**config.mk**
```make
export PLATFORM = sky130hd
export DESIGN_NAME = fetch_stage
export DESIGN_NICKNAME = d
export VERILOG_FILES = /design/src/rtl/fetch_stage.sv
export SDC_FILE = /design/constraint.sdc
export NUM_CORES = 1
export LEC_CHECK = 0
export BUFFER_PORTS_ARGS = -buffer_cell sky130_fd_sc_hd__buf_2
export CAP_MARGIN = 40
export CORE_MARGIN = 5
export CORE_UTILIZATION = 33
export DETAILED_ROUTE_END_ITERATION = 12
export PLACE_DENSITY = 0.52
export SYNTH_ARGS = -nofsm -noshare
export SYNTH_HDL_FRONTEND = slang
export SYNTH_SLANG_ARGS = --single-unit
```
**constraint.sdc**
```tcl
create_clock -name clk -period 2.65 [get_ports clk]
set_clock_uncertainty 0.05 [all_clocks]
set_input_delay 0.53 -clock clk [delete_from_list [all_inputs] [get_ports clk]]
set_output_delay 0.53 -clock clk [all_outputs]
set_load 0.03 [all_outputs]
```
**src/rtl/fetch_stage.sv**
```systemverilog
// Instruction-fetch stage: PC, imem request/ready handshake, IF/ID register and a
// one-entry skid buffer that catches a word returned while the decoder is stalled.
module fetch_stage #(
    parameter logic [31:0] RESET_PC  = 32'h0000_0000,
    parameter logic [31:0] NOP_INSTR = 32'h0000_0000
) (
    input  logic        clk,
    input  logic        reset,
    input  logic        stall,
    input  logic        branch_taken,
    input  logic [31:0] branch_target,
    output logic        imem_req,
    output logic [31:0] imem_addr,
    input  logic [31:0] imem_rdata,
    input  logic        imem_ready,
    output logic [31:0] Instr,
    output logic [31:0] PcPlus4,
    output logic        instr_valid
);

    typedef enum logic [0:0] {StReq, StHeld} state_e;

    state_e      state_q;
    logic [31:0] pc_q;
    logic [31:0] instr_q;
    logic [31:0] pc4_q;
    logic        valid_q;
    logic [31:0] skid_q;
    logic [31:0] skid_pc4_q;
    logic [31:0] pc_plus4;

    assign pc_plus4 = pc_q + 32'd4;

    always_ff @(posedge clk) begin
        if (reset) begin
            state_q    <= StReq;
            pc_q       <= RESET_PC;
            instr_q    <= NOP_INSTR;
            pc4_q      <= 32'd0;
            valid_q    <= 1'b0;
            skid_q     <= 32'd0;
            skid_pc4_q <= 32'd0;
        end else if (branch_taken) begin
            // Redirect wins over stall and drops any word returned this cycle.
            state_q <= StReq;
            pc_q    <= {branch_target[31:2], 2'b00};
            instr_q <= NOP_INSTR;
            valid_q <= 1'b0;
        end else begin
            unique case (state_q)
                StReq: begin
                    if (imem_ready) begin
                        pc_q <= pc_plus4;
                        if (stall) begin
                            skid_q     <= imem_rdata;
                            skid_pc4_q <= pc_plus4;
                            state_q    <= StHeld;
                        end else begin
                            instr_q <= imem_rdata;
                            pc4_q   <= pc_plus4;
                            valid_q <= 1'b1;
                        end
                    end else if (!stall) begin
                        valid_q <= 1'b0;
                    end
                end
                StHeld: begin
                    if (!stall) begin
                        instr_q <= skid_q;
                        pc4_q   <= skid_pc4_q;
                        valid_q <= 1'b1;
                        state_q <= StReq;
                    end
                end
                default: state_q <= StReq;
            endcase
        end
    end

    // No request while the skid is occupied, so at most one word is ever in flight.
    assign imem_req    = (state_q == StReq) && !reset;
    assign imem_addr   = pc_q;
    assign Instr       = instr_q;
    assign PcPlus4     = pc4_q;
    assign instr_valid = valid_q;

endmodule

```
Word-level counts from Yosys, hierarchy flattened
Index checks and enable logic that the tools add are counted.
Word-level totals
  register bits: 162
  input port bits: 69
  output and inout port bits: 98
  word-level logic and storage cells: 43
Cells by class
  $add $sub $neg: 1
  equality and inequality tests: 5
  muxes and demuxes: 18
  bitwise operators: 2
  reductions and logical operators: 9
Operator list (number)
  32-bit 2-to-1 mux: 9
  32-bit case mux with 2 select lines: 2
  32-bit by 3-bit adder with 32-bit output, second input constant: 1
  2-bit != test, second input constant: 4
  4-bit AND reduction: 2
  1-bit 2-to-1 mux: 5
  1-bit case mux with 2 select lines: 2
  2-bit AND reduction: 2
  3-bit != test, second input constant: 1
  3-bit AND reduction: 1
  1-bit NOT: 2
  2-bit nonzero test: 1
  2-bit OR reduction: 1
  1-bit logical AND: 1
  1-bit zero test: 1

Longest topological paths before layout
Gate-level depths: netlist of run 1.
  depth in word-level cells: 4
  mapped depth: 7
  depth with buffers taken out: 6

Least setup slack after synthesis of run 1
OpenSTA, ideal clock, no wires.
  kind: register -> register
  from: register pc_q[4], in the netlist imem_addr[4]
  to: register pc_q[29], in the netlist imem_addr[29]
  setup time: 91 ps
  arrival time: 2210 ps
  required time: 2509 ps
  slack: 299 ps
  stages on the path, launching flop included: 8
  path buffers: 2
  period minus slack after synthesis: 2351 ps
  cells stage by stage: dfxtp_1 -> and4_1 -> buf_4 -> or4b_1 -> buf_6 -> nor4_4 -> nand3_1 -> a311oi_1
Between the ends
  word-level cells in the longest chain between the ends: 4
Ends and longest elaborated chain
  from (decl): line 24  | logic [31:0] pc_q;
  from (signal assigned): line 46  | pc_q <= {branch_target[31:2], 2'b00};
  from (signal assigned): line 53  | pc_q <= pc_plus4;
  32-bit by 3-bit adder with 32-bit output: line 32  | assign pc_plus4 = pc_q + 32'd4;
  32-bit 2-to-1 mux: line 52  | if (imem_ready) begin
  32-bit 2-to-1 mux: line 50  | unique case (state_q)
  32-bit 2-to-1 mux: line 43  | end else if (branch_taken) begin
Every way passes these cells. The select of a mux whose other input is x is not followed.
A chain may end at the register's enable or synchronous reset.

Final worst setup path of run 1
  from: register pc_q[11], in the netlist imem_addr[11]
  to: register pc_q[29], in the netlist imem_addr[29]
The elaborated chain is that of the path after synthesis.

==> results of run 1 <==
cell families (layout without fill, tap and decap cells):
logic type / count (synthesis) / after routing / synth area share
AOI/OAI and AO/OA: 199 / 199 / 0.1797
xor gates and xnor gates: 42 / 42 / 0.05153
adders and majority gates: 1 / 1 / 0.001753
buffers and inverters: 87 / 233 / 0.04978
DFF: 156 / 156 / 0.4375
muxes: 35 / 35 / 0.04908
other: 1 / 5 / 0.0005254
and+or+nand+nor: 354 / 354 / 0.2301
metal layers:
layer,up-vias,routed length [um],GRT usage
met2,155,9899,0.2639
li1,3366,-,-
met3,28,929,0.03547
met1,3055,11010,0.2621
met4,0,421,0.05735
met5,-,0,0
stage by stage:
step / hold WS, ps / instance area [sq um]
final: 288.3 / 8879
after global routing: 281.3 / 8879
after CTS: 273.7 / 8876
after detailed placement: 394.9 / 8304
after global placement: 387.8 / 8289
after floorplan: 386.0 / 7149
sequential cells by signal (all words and copies together) (netlist names):
| signal | flops |
|---|---|
| skid_pc4_q | 30 |
| instr_valid | 1 |
| state_q | 1 |
| Instr | 32 |
| skid_q | 32 |
| PcPlus4 | 30 |
| imem_addr | 30 |
critical path, cell delays in order, from the launching register on:
cell	delay (ps)
sky130_fd_sc_hd__dfxtp_1	480
sky130_fd_sc_hd__nand4_1	240
sky130_fd_sc_hd__or4b_1	810
sky130_fd_sc_hd__nor4_4	460
sky130_fd_sc_hd__nand3_1	120
sky130_fd_sc_hd__a311oi_1	270
synthesized netlist by cell type, types with 3 or more instances:
cell / count
sky130_fd_sc_hd__a31oi_1: 3
sky130_fd_sc_hd__mux2i_1: 35
sky130_fd_sc_hd__nor2_1: 111
sky130_fd_sc_hd__clkbuf_1: 61
sky130_fd_sc_hd__a221oi_1: 3
sky130_fd_sc_hd__nor3_1: 28
sky130_fd_sc_hd__nor4_1: 9
sky130_fd_sc_hd__nand2_1: 126
sky130_fd_sc_hd__a21o_1: 3
sky130_fd_sc_hd__and3_1: 11
sky130_fd_sc_hd__a21oi_1: 66
sky130_fd_sc_hd__nand3_1: 21
sky130_fd_sc_hd__xor2_1: 12
sky130_fd_sc_hd__and2_1: 4
sky130_fd_sc_hd__nand4_1: 17
sky130_fd_sc_hd__a211oi_1: 67
sky130_fd_sc_hd__o22ai_1: 3
sky130_fd_sc_hd__o21ai_0: 29
sky130_fd_sc_hd__a311oi_1: 9
sky130_fd_sc_hd__buf_4: 5
sky130_fd_sc_hd__inv_1: 6
sky130_fd_sc_hd__or3_1: 8
sky130_fd_sc_hd__and4_1: 6
sky130_fd_sc_hd__buf_1: 11
sky130_fd_sc_hd__xnor2_1: 30
sky130_fd_sc_hd__dfxtp_1: 156
power by group through the flow:
stage          logic, mW  registers [mW]  clock network (mW)
2_1_floorplan      0.350            2.68                   0
3_3_place_gp       0.716            2.58                   0
3_5_place_dp       0.720            2.59                   0
4_1_cts            0.722            2.53                2.46
5_1_grt            0.787            2.55                2.56
6_report           0.717            2.53                2.39
final timing paths:
kind,from,endpoint,slack [ps],cells after the start
worst max-delay path,imem_addr[11],imem_addr[29],130,5
worst min-delay path,branch_target[3],imem_addr[3],290,3
worst max register to register,imem_addr[11],imem_addr[29],130,5
worst min register to register,PcPlus4[5],PcPlus4[5],400,2
final cells by class:
cell class                      count  area, sq um  share of cell area
Antenna cell                        1        2.502           0.0002818
Clock buffer                       18        439.2             0.04946
Clock inverter                     13        132.6             0.01494
Inverter                            7        26.28            0.002959
Multi-Input combinational cell    635         3684              0.4149
Sequential cell                   156         3127              0.3522
Tap cell                          275        344.1             0.03875
Timing Repair Buffer              195         1124              0.1266
==> results_tabular.tex, run 1 <==
\begin{tabular}{lr}
\hline
Metric & Value \\
\hline
\multicolumn{2}{l}{\textbf{Synth}} \\
Area of the mapped netlist & just over 0.007 sq mm \\
Fraction of registers with async set/reset & 0 \\
Cells taking the most area after synthesis & sky130\_fd\_sc\_hd\_\_dfxtp\_1, sky130\_fd\_sc\_hd\_\_a211oi\_1, sky130\_fd\_sc\_hd\_\_nand2\_1 \\
Post-synthesis sequential element count & roughly 160 \\
Number of distinct library cell variants in the gate-level netlist after synthesis & 52 \\
Cell type contributing the most total cell area after synthesis & sky130\_fd\_sc\_hd\_\_dfxtp\_1 \\
Most used DFF post-synth & sky130\_fd\_sc\_hd\_\_dfxtp\_1 \\
Yosys warning total & 0 \\
Sequential area share after synthesis & 0.4375 \\
Share of the synthesized area in the top cell type & 0.4375 \\
Cells after synthesis & roughly 900 \\
Number of enable-type register cells in the synthesized netlist & 0 \\
Mean instance size in the synthesized netlist & between 8 and 9 sq um \\
\multicolumn{2}{l}{\textbf{Die}} \\
Top-Level Pins & 167 \\
Die outline area & 0.02467 sq mm \\
Horizontal die dimension & between 150 and 200 um \\
Standard cell core area & about 0.021 sq mm \\
Row cnt & 53 \\
Initial core utilization & 0.3374 \\
DIE HEIGHT & $\sim$160 um \\
\multicolumn{2}{l}{\textbf{Power}} \\
Largest voltage drop on the vdd net & 0.3753 mV \\
Final Power & between 5 and 6 mW \\
Relative contribution of combinational cells to total power & 0.127 \\
Register share of total power & 0.449 \\
Relative contribution of the clock network to total power & 0.424 \\
Static leakage & roughly 3.4 nW \\
Internal power component & 4.032 mW \\
Switching power & approximately 1.6 mW \\
Switching part of the total & 0.2853 \\
Ratio of total power to cell area & $\sim$640 mW/mm\^{}2 \\
\multicolumn{2}{l}{\textbf{Clock tree}} \\
Worst-path clk slew & approximately 60 ps \\
CTS Buf Count & 17 \\
Number of buffers inserted for hold repair after clock tree synthesis & 0 \\
CTS tree & built \\
Insertion delay of the later-clocked pin in the worst-skew pair & $\sim$420 ps \\
Htree depth & 4 \\
Total setup buffers inserted after CTS & 0 \\
Total of cells resized after clock tree synthesis & 0 \\
Cell at the root of the clock tree & sky130\_fd\_sc\_hd\_\_clkbuf\_16 \\
Longest Clk Path Bufs & 2 \\
Number of clock sinks seen by CTS & 156 \\
\multicolumn{2}{l}{\textbf{Critical path}} \\
Crit. End Element & register \\
CP startpoint kind & register \\
Worst Path Required & 2930 ps \\
Data arrival at the endpoint of the critical path & about 2800 ps \\
Maximum fanout count along the critical path & 10 \\
Type of the worst setup path & register to register \\
\multicolumn{2}{l}{\textbf{GRT}} \\
Pin count of the biggest net entering global routing & 76 \\
First-pass GRT wire length & approximately 35 mm \\
Gr ovfl total & 0 \\
Via count of the first global-routing pass & between 6000 and 7000 \\
Tot GR Track Use & 0.1788 \\
Number of antenna violations at the first check in global routing & 1 \\
\multicolumn{2}{l}{\textbf{STA}} \\
Transition at the pin with the smallest max-transition slack & slightly below 600 ps \\
Hold violation total from the final report & 0 \\
Max Slew Vio Count & 0 \\
Setup violators final & 0 \\
Slew HR & 0.6066 \\
Setup slack of the critical path after layout & between 100 and 150 ps \\
Final worst-path cycle share & 0.9518 \\
Unrepaired setup endpoints after global routing & false \\
Shortest clock period the worst path allows after layout & $\sim$2500 ps \\
Setup Total Neg Slack & 0 ps \\
Max Fclk & 396.5 MHz \\
\multicolumn{2}{l}{\textbf{Route}} \\
Number of vias in the routed layout & around 6600 \\
Number of DRC markers after the initial detailed-route iteration & 492 \\
Number of optimization iterations in the first detailed-route pass & 5 \\
Post-route antenna net violation count & 0 \\
Post-DR wirelength/cell & around 17 um \\
Drt via density & about 5 \\
DRC violations left & 0 \\
Wirelength, routed & around 22 mm \\
\multicolumn{2}{l}{\textbf{Finish}} \\
Layout area overhead & 24.38\% \\
Post-route non-filler standard cell count & 1300 \\
Share of final-layout standard cells stronger than drive strength 1 & 0.2314 \\
Post-route core utilization & 0.4197 \\
Highest-count cells in the layout ignoring fill and taps & sky130\_fd\_sc\_hd\_\_buf\_2, sky130\_fd\_sc\_hd\_\_dfxtp\_1, sky130\_fd\_sc\_hd\_\_nand2\_1, sky130\_fd\_sc\_hd\_\_nor2\_1, sky130\_fd\_sc\_hd\_\_a211oi\_1 \\
Final nets & between 1000 and 1500 \\
Total of fill cells in the finished design & 2224 \\
Most common cell after layout, fill and taps aside & sky130\_fd\_sc\_hd\_\_buf\_2 \\
\multicolumn{2}{l}{\textbf{Placed design}} \\
HPWL after detailed placement & between 15 and 20 mm \\
GP Congestion & 0.7900 \\
Buffers added on ports & between 150 and 200 \\
Post-place setup slack & about 180 ps \\
Placed instance count & $\sim$1300 \\
\multicolumn{2}{l}{\textbf{Flow run}} \\
\# Max-Cap Violations & 0 \\
\multicolumn{2}{l}{\textbf{Run status}} \\
Result of the run & complete, no violations \\
\multicolumn{2}{l}{\textbf{Min path}} \\
Worst min-delay path class & input port to register \\
\hline
\end{tabular}
(Power assumes the default switching activity.)
==> run 2, diff against run 1 <==
--- a/constraint.sdc
+++ b/constraint.sdc
@@ -3,3 +3,3 @@
 set_input_delay 0.53 -clock clk [delete_from_list [all_inputs] [get_ports clk]]
 set_output_delay 0.53 -clock clk [all_outputs]
-set_load 0.03 [all_outputs]
+set_load 0.02 [all_outputs]
==> run 2 against run 1 <==
  * Non-clock buffer count unchanged
  * Clock power increased by 2%
  * Utilization decreased by 0.17 points
  * Final area decreased by 0.41%
  * Flip-flop and latch count unchanged
==> results_tabular.tex, run 2 (same netlist as run 1, synthesis figures left out) <==
\begin{tabular}{lr}
\hline
Metric & Value \\
\hline
\multicolumn{2}{l}{\textbf{GRT}} \\
Via count of the first global-routing pass & 6209 \\
Pin count of the biggest net entering global routing & between 60 and 70 \\
Met2 Resource Use GR & 0.2676 \\
Met1 usage & 0.2653 \\
First-pass GRT wire length & 35.09 mm \\
Tot GR Track Use & 0.1792 \\
Routing usage on met3 & 0.03904 \\
Gr ovfl total & 0 \\
Global-route layer with the greatest usage & met2 \\
Number of antenna violations at the first check in global routing & 0 \\
\multicolumn{2}{l}{\textbf{Critical path}} \\
CP startpoint kind & register \\
R2r setup slk & approximately 250 ps \\
Crit. End Element & register \\
Maximum fanout count along the critical path & 8 \\
Worst Path Required & approximately 2900 ps \\
Type of the worst setup path & register to register \\
Data arrival at the endpoint of the critical path & 2680 ps \\
Critical Path Start & imem\_addr[2] \\
Reg2Reg Launch Point & imem\_addr[2] \\
\multicolumn{2}{l}{\textbf{Power}} \\
Ratio of total power to cell area & between 600 and 700 mW/mm\^{}2 \\
Largest voltage drop on the vdd net & approximately 0.43 mV \\
Relative contribution of the clock network to total power & 0.432 \\
Relative contribution of combinational cells to total power & 0.117 \\
Internal power component & 4.019 mW \\
Register share of total power & 0.451 \\
Static leakage & about 3.4 nW \\
Switching part of the total & 0.2852 \\
Switching power & 1.603 mW \\
\multicolumn{2}{l}{\textbf{Route}} \\
Drt via density & 5.045 \\
Post-route antenna net violation count & 0 \\
Number of DRC markers after the initial detailed-route iteration & 433 \\
Number of vias in the routed layout & 6559 \\
Wirelength, routed & between 20 and 25 mm \\
Number of optimization iterations in the first detailed-route pass & 4 \\
DRC violations left & 0 \\
Post-DR wirelength/cell & 17.11 um \\
\multicolumn{2}{l}{\textbf{Clock tree}} \\
Longest Clk Path Bufs & 2 \\
Insertion delay of the later-clocked pin in the worst-skew pair & 420 ps \\
Number of clock sinks seen by CTS & about 160 \\
Cell at the root of the clock tree & sky130\_fd\_sc\_hd\_\_clkbuf\_16 \\
CTS Buf Count & 17 \\
CTS tree & built \\
Number of buffers inserted for hold repair after clock tree synthesis & 0 \\
Total setup buffers inserted after CTS & 0 \\
Total of cells resized after clock tree synthesis & 0 \\
Worst-path clk slew & around 70 ps \\
Htree depth & 4 \\
\multicolumn{2}{l}{\textbf{STA}} \\
Final worst-path cycle share & 0.9045 \\
Shortest clock period the worst path allows after layout & between 2000 and 2500 ps \\
Max Slew Vio Count & 0 \\
Setup violators final & 0 \\
Transition at the pin with the smallest max-transition slack & $\sim$720 ps \\
Max Fclk & between 400 and 500 MHz \\
Setup Total Neg Slack & 0 ps \\
Unrepaired setup endpoints after global routing & false \\
Hold violation total from the final report & 0 \\
Slew HR & 0.5167 \\
\multicolumn{2}{l}{\textbf{Die}} \\
Top-Level Pins & roughly 170 \\
Initial core utilization & 0.3374 \\
Standard cell core area & 0.02115 sq mm \\
Die outline area & 0.02467 sq mm \\
DIE HEIGHT & $\sim$160 um \\
Row cnt & 53 \\
Horizontal die dimension & between 150 and 200 um \\
\multicolumn{2}{l}{\textbf{Finish}} \\
Highest-count cells in the layout ignoring fill and taps & sky130\_fd\_sc\_hd\_\_buf\_2, sky130\_fd\_sc\_hd\_\_dfxtp\_1, sky130\_fd\_sc\_hd\_\_nand2\_1, sky130\_fd\_sc\_hd\_\_nor2\_1, sky130\_fd\_sc\_hd\_\_a211oi\_1 \\
Total of fill cells in the finished design & between 2000 and 2500 \\
Layout area overhead & 23.87\% \\
Share of final-layout standard cells stronger than drive strength 1 & 0.2322 \\
Antenna fix cells & 0 \\
Post-route core utilization & 0.4180 \\
Area used by multi-input combinational logic & 0.003687 sq mm \\
Register Area & around 0.0031 sq mm \\
Final nets & 1082 \\
Most common cell after layout, fill and taps aside & sky130\_fd\_sc\_hd\_\_buf\_2 \\
\multicolumn{2}{l}{\textbf{Placed design}} \\
GP Congestion & 0.8271 \\
HPWL after detailed placement & 15.71 mm \\
Buffers added on ports & 160 \\
\multicolumn{2}{l}{\textbf{Min path}} \\
Worst min-delay path class & input port to register \\
Hold Startpoint & imem\_rdata[25] \\
\multicolumn{2}{l}{\textbf{Flow run}} \\
\# Max-Cap Violations & 0 \\
\multicolumn{2}{l}{\textbf{Run status}} \\
Result of the run & complete, no violations \\
\hline
\end{tabular}
## run 2: cell count changes in the layout (fill, tap and decap cells not counted), sizes merged
cell	before	now
diode	1	0
clkinvlp	3	1
inv	14	16
clkinv	2	3
## run 2: area by class of cell
cell class / count / area share
multi-input combinational: 635 / 0.4170
sequential: 156 / 0.3536
timing repair buffer: 195 / 0.1224
clock buffer: 18 / 0.04854
tap: 275 / 0.03891
clock inverter: 14 / 0.01656
inverter: 7 / 0.002972
## run 2: final timing paths
path	to	cells past startpoint
setup / recovery	imem_addr[30]	6
hold / removal	skid_q[25]	3
setup reg to reg	imem_addr[30]	6
hold reg to reg	PcPlus4[12]	2
## run 2: power by group through the flow
stage | Sequential [mW] | Clock (mW) | Combinational (mW)
floorplan | 2.64 | 0 | 0.347
global placement | 2.58 | 0 | 0.659
detailed placement | 2.59 | 0 | 0.663
CTS | 2.53 | 2.49 | 0.666
global route | 2.55 | 2.60 | 0.728
finish | 2.53 | 2.43 | 0.659
## run 2: through the flow
| step | area, sq um | hold slack (ps) | total power [mW] | setup WS (ps) | instances |
|---|---|---|---|---|---|
| floorplan | 7149 | 386.0 | 2.985 | 376.8 | 878 |
| global placement | 8252 | 389.4 | 3.243 | 256.8 | 1267 |
| detailed placement | 8263 | 395.3 | 3.249 | 226.5 | 1268 |
| CTS | 8838 | 273.4 | 5.685 | 196.0 | 1300 |
| global route | 8842 | 285.9 | 5.876 | 120.7 | 1300 |
| finish | 8842 | 293.7 | 5.622 | 253.1 | 1300 |
## run 2: layer usage
metal | up-vias | share of wire
li1 | 3354 | -
met1 | 3027 | 0.49
met2 | 162 | 0.45
met3 | 16 | 0.051
met4 | 0 | 0.0096
met5 | - | 0
## run 2: critical path: stages, from the launching register on
cell and delay, ps:
sky130_fd_sc_hd__dfxtp_1 490, sky130_fd_sc_hd__ha_1 290, sky130_fd_sc_hd__and3_1 300, sky130_fd_sc_hd__nand3_1 350, sky130_fd_sc_hd__nor4_1 500, sky130_fd_sc_hd__xnor2_1 110, sky130_fd_sc_hd__a211oi_1 220
==> run 3, diff against run 2 <==
Settings changed: SETUP_SLACK_MARGIN set to 0.4.
==> run 3 against run 2 <==
  * Final area grew 0.98%
  * Combinational power hardly changed
  * Register-to-register slack better by 240 ps
  * Largest power group unchanged
  * Routed wire length grew 0.30%
  * Largest cell class unchanged
  * Count of clock-buffer cells in the layout unchanged
  * Critical path type unchanged
  * Clock power decreased by 4%
  * Sequential share of layout area down 0.27 points
  * Cell count is essentially flat
  * Global-route usage down 0.14 points
  * Sequential power is essentially flat
==> results_tabular.tex, run 3 (same netlist as run 1, synthesis figures left out) <==
\begin{tabular}{lr}
\hline
Metric & Value \\
\hline
\multicolumn{2}{l}{\textbf{STA}} \\
Final worst-path cycle share & 0.8157 \\
Setup violators final & 0 \\
Unrepaired setup endpoints after global routing & true \\
Hold violation total from the final report & 0 \\
Slew HR & 0.5183 \\
Setup Total Neg Slack & 0 ps \\
Max Fclk & approximately 460 MHz \\
Transition at the pin with the smallest max-transition slack & between 700 and 800 ps \\
Setup slack of the critical path after layout & about 490 ps \\
Max Slew Vio Count & 0 \\
Worst hold slack & roughly 270 ps \\
Shortest clock period the worst path allows after layout & 2162 ps \\
\multicolumn{2}{l}{\textbf{Clock tree}} \\
Htree depth & 4 \\
Longest Clk Path Bufs & 2 \\
Number of clock sinks seen by CTS & around 160 \\
CTS tree & built \\
Cell at the root of the clock tree & sky130\_fd\_sc\_hd\_\_clkbuf\_16 \\
Number of buffers inserted for hold repair after clock tree synthesis & 0 \\
CTS Buf Count & 17 \\
Insertion delay of the later-clocked pin in the worst-skew pair & 430 ps \\
Worst-path clk slew & approximately 70 ps \\
\multicolumn{2}{l}{\textbf{Min path}} \\
End point of the worst hold path & imem\_addr[4] \\
Hold Startpoint & branch\_target[4] \\
Worst hold stages & 3 \\
Worst min-delay path class & input port to register \\
\multicolumn{2}{l}{\textbf{GRT}} \\
Pin count of the biggest net entering global routing & 66 \\
First-pass GRT wire length & roughly 35 mm \\
Tot GR Track Use & 0.1777 \\
Gr ovfl total & 0 \\
Via count of the first global-routing pass & just over 6000 \\
Number of antenna violations at the first check in global routing & 1 \\
\multicolumn{2}{l}{\textbf{Critical path}} \\
Number of buffers and inverters on the critical path & 0 \\
Data arrival at the endpoint of the critical path & $\sim$2400 ps \\
Gate family responsible for the most delay along the worst path & simple AND/OR/NAND/NOR gates \\
Crit. End Element & register \\
R2r setup slk & 490 ps \\
Endpoint of the lowest-slack register-to-register path & PcPlus4[14] \\
Worst Path Required & 2900 ps \\
Type of the worst setup path & register to register \\
Cell with the largest stage delay on the worst path & sky130\_fd\_sc\_hd\_\_o21ai\_0 \\
Reg2Reg Launch Point & imem\_addr[3] \\
Critical path cell sequence & ha\_1 -> nand3\_1 -> nor4\_1 -> xor2\_1 -> o21ai\_0 -> a21oi\_1 \\
Longest individual stage delay on the worst path & between 400 and 500 ps \\
CP startpoint kind & register \\
Path depth of the worst reg2reg path & 6 \\
Maximum fanout count along the critical path & 6 \\
\multicolumn{2}{l}{\textbf{Die}} \\
Top-Level Pins & 167 \\
Die outline area & $\sim$0.025 sq mm \\
Standard cell core area & about 0.021 sq mm \\
Horizontal die dimension & around 160 um \\
DIE HEIGHT & around 160 um \\
Row cnt & 53 \\
Initial core utilization & 0.3374 \\
\multicolumn{2}{l}{\textbf{Placed design}} \\
Total placed instance area & around 0.0083 sq mm \\
GP Congestion & between 0.7 and 0.8 \\
HPWL after detailed placement & 15.66 mm \\
Placed instance count & between 1000 and 1500 \\
Buffers added on ports & between 150 and 200 \\
Post-place setup slack & $\sim$170 ps \\
\multicolumn{2}{l}{\textbf{Flow run}} \\
\# Max-Cap Violations & 0 \\
\multicolumn{2}{l}{\textbf{Route}} \\
Number of DRC markers after the initial detailed-route iteration & 440 \\
DRC violations left & 0 \\
Number of vias in the routed layout & $\sim$6600 \\
Wirelength, routed & about 22 mm \\
Drt via density & 5.082 \\
Post-DR wirelength/cell & $\sim$17 um \\
Post-route antenna net violation count & 0 \\
Number of optimization iterations in the first detailed-route pass & 4 \\
\multicolumn{2}{l}{\textbf{Power}} \\
Ratio of total power to cell area & 618.4 mW/mm\^{}2 \\
Static leakage & 3.383 nW \\
Final Power & 5.521 mW \\
Largest voltage drop on the vdd net & between 0.3 and 0.4 mV \\
\multicolumn{2}{l}{\textbf{Run status}} \\
Result of the run & complete, no violations \\
\multicolumn{2}{l}{\textbf{Finish}} \\
Final nets & between 1000 and 1500 \\
Layout area overhead & 25.08\% \\
Share of final-layout standard cells stronger than drive strength 1 & 0.2478 \\
Total of fill cells in the finished design & 2212 \\
Most common cell after layout, fill and taps aside & sky130\_fd\_sc\_hd\_\_buf\_2 \\
Post-route core utilization & 0.4221 \\
Post-route cell area & 0.008929 sq mm \\
Post-route non-filler standard cell count & 1301 \\
Highest-count cells in the layout ignoring fill and taps & sky130\_fd\_sc\_hd\_\_buf\_2, sky130\_fd\_sc\_hd\_\_dfxtp\_1, sky130\_fd\_sc\_hd\_\_nand2\_1, sky130\_fd\_sc\_hd\_\_nor2\_1, sky130\_fd\_sc\_hd\_\_a211oi\_1 \\
\hline
\end{tabular}
[run 3: cell type report]
cell class | instances | area (sq um) | area share
Antenna cell | 1 | 2.502 | 0.0002803
Clock buffer | 18 | 429.2 | 0.04807
Clock inverter | 14 | 133.9 | 0.01499
Inverter | 7 | 26.28 | 0.002943
Multi-Input combinational cell | 636 | 3760 | 0.4211
Sequential cell | 156 | 3133 | 0.3509
Tap cell | 275 | 344.1 | 0.03854
Timing Repair Buffer | 194 | 1100 | 0.1232
[run 3: tightest hold or removal path: cells and delay by family]
family / cells / cell delay [ps]
multiplexers: 1 / 50
buffers and inverters: 1 / 70
AND/OR/NAND/NOR: 1 / 70
[run 3: where the power goes]
| part | leakage, nW | switching (mW) | internal [mW] |
|---|---|---|---|
| clock network | 0.269 | 1.09 | 1.23 |
| logic | 1.84 | 0.417 | 0.240 |
| registers | 1.28 | 0.0921 | 2.45 |
[run 3: per-layer routing]
layer	part of all wire	wire, um	track usage	up-vias
met5	0	0	0	-
li1	-	-	-	3378
met1	0.50	11110	0.2624	3058
met4	0.0086	191	0.05203	0
met2	0.45	9946	0.2635	160
met3	0.047	1057	0.03409	16
[run 3: worst max path at each step]
stage / startpoint / end / cells after the start
floorplan: imem_addr[5] / imem_addr[29] / 7
global placement: imem_addr[11] / imem_addr[29] / 5
detailed placement: imem_addr[11] / imem_addr[29] / 5
CTS: imem_addr[11] / imem_addr[29] / 5
global route: imem_addr[2] / PcPlus4[14] / 6
finish: imem_addr[3] / PcPlus4[14] / 6
[run 3: what timing repair did]
| action | in CTS | in global routing |
|---|---|---|
| cloned | 1 | 0 |
| resized for setup | 2 | 14 |
| pin swaps | 2 | 5 |
| setup endpoints to repair | 18 | 26 |
| setup buffers | 1 | 3 |
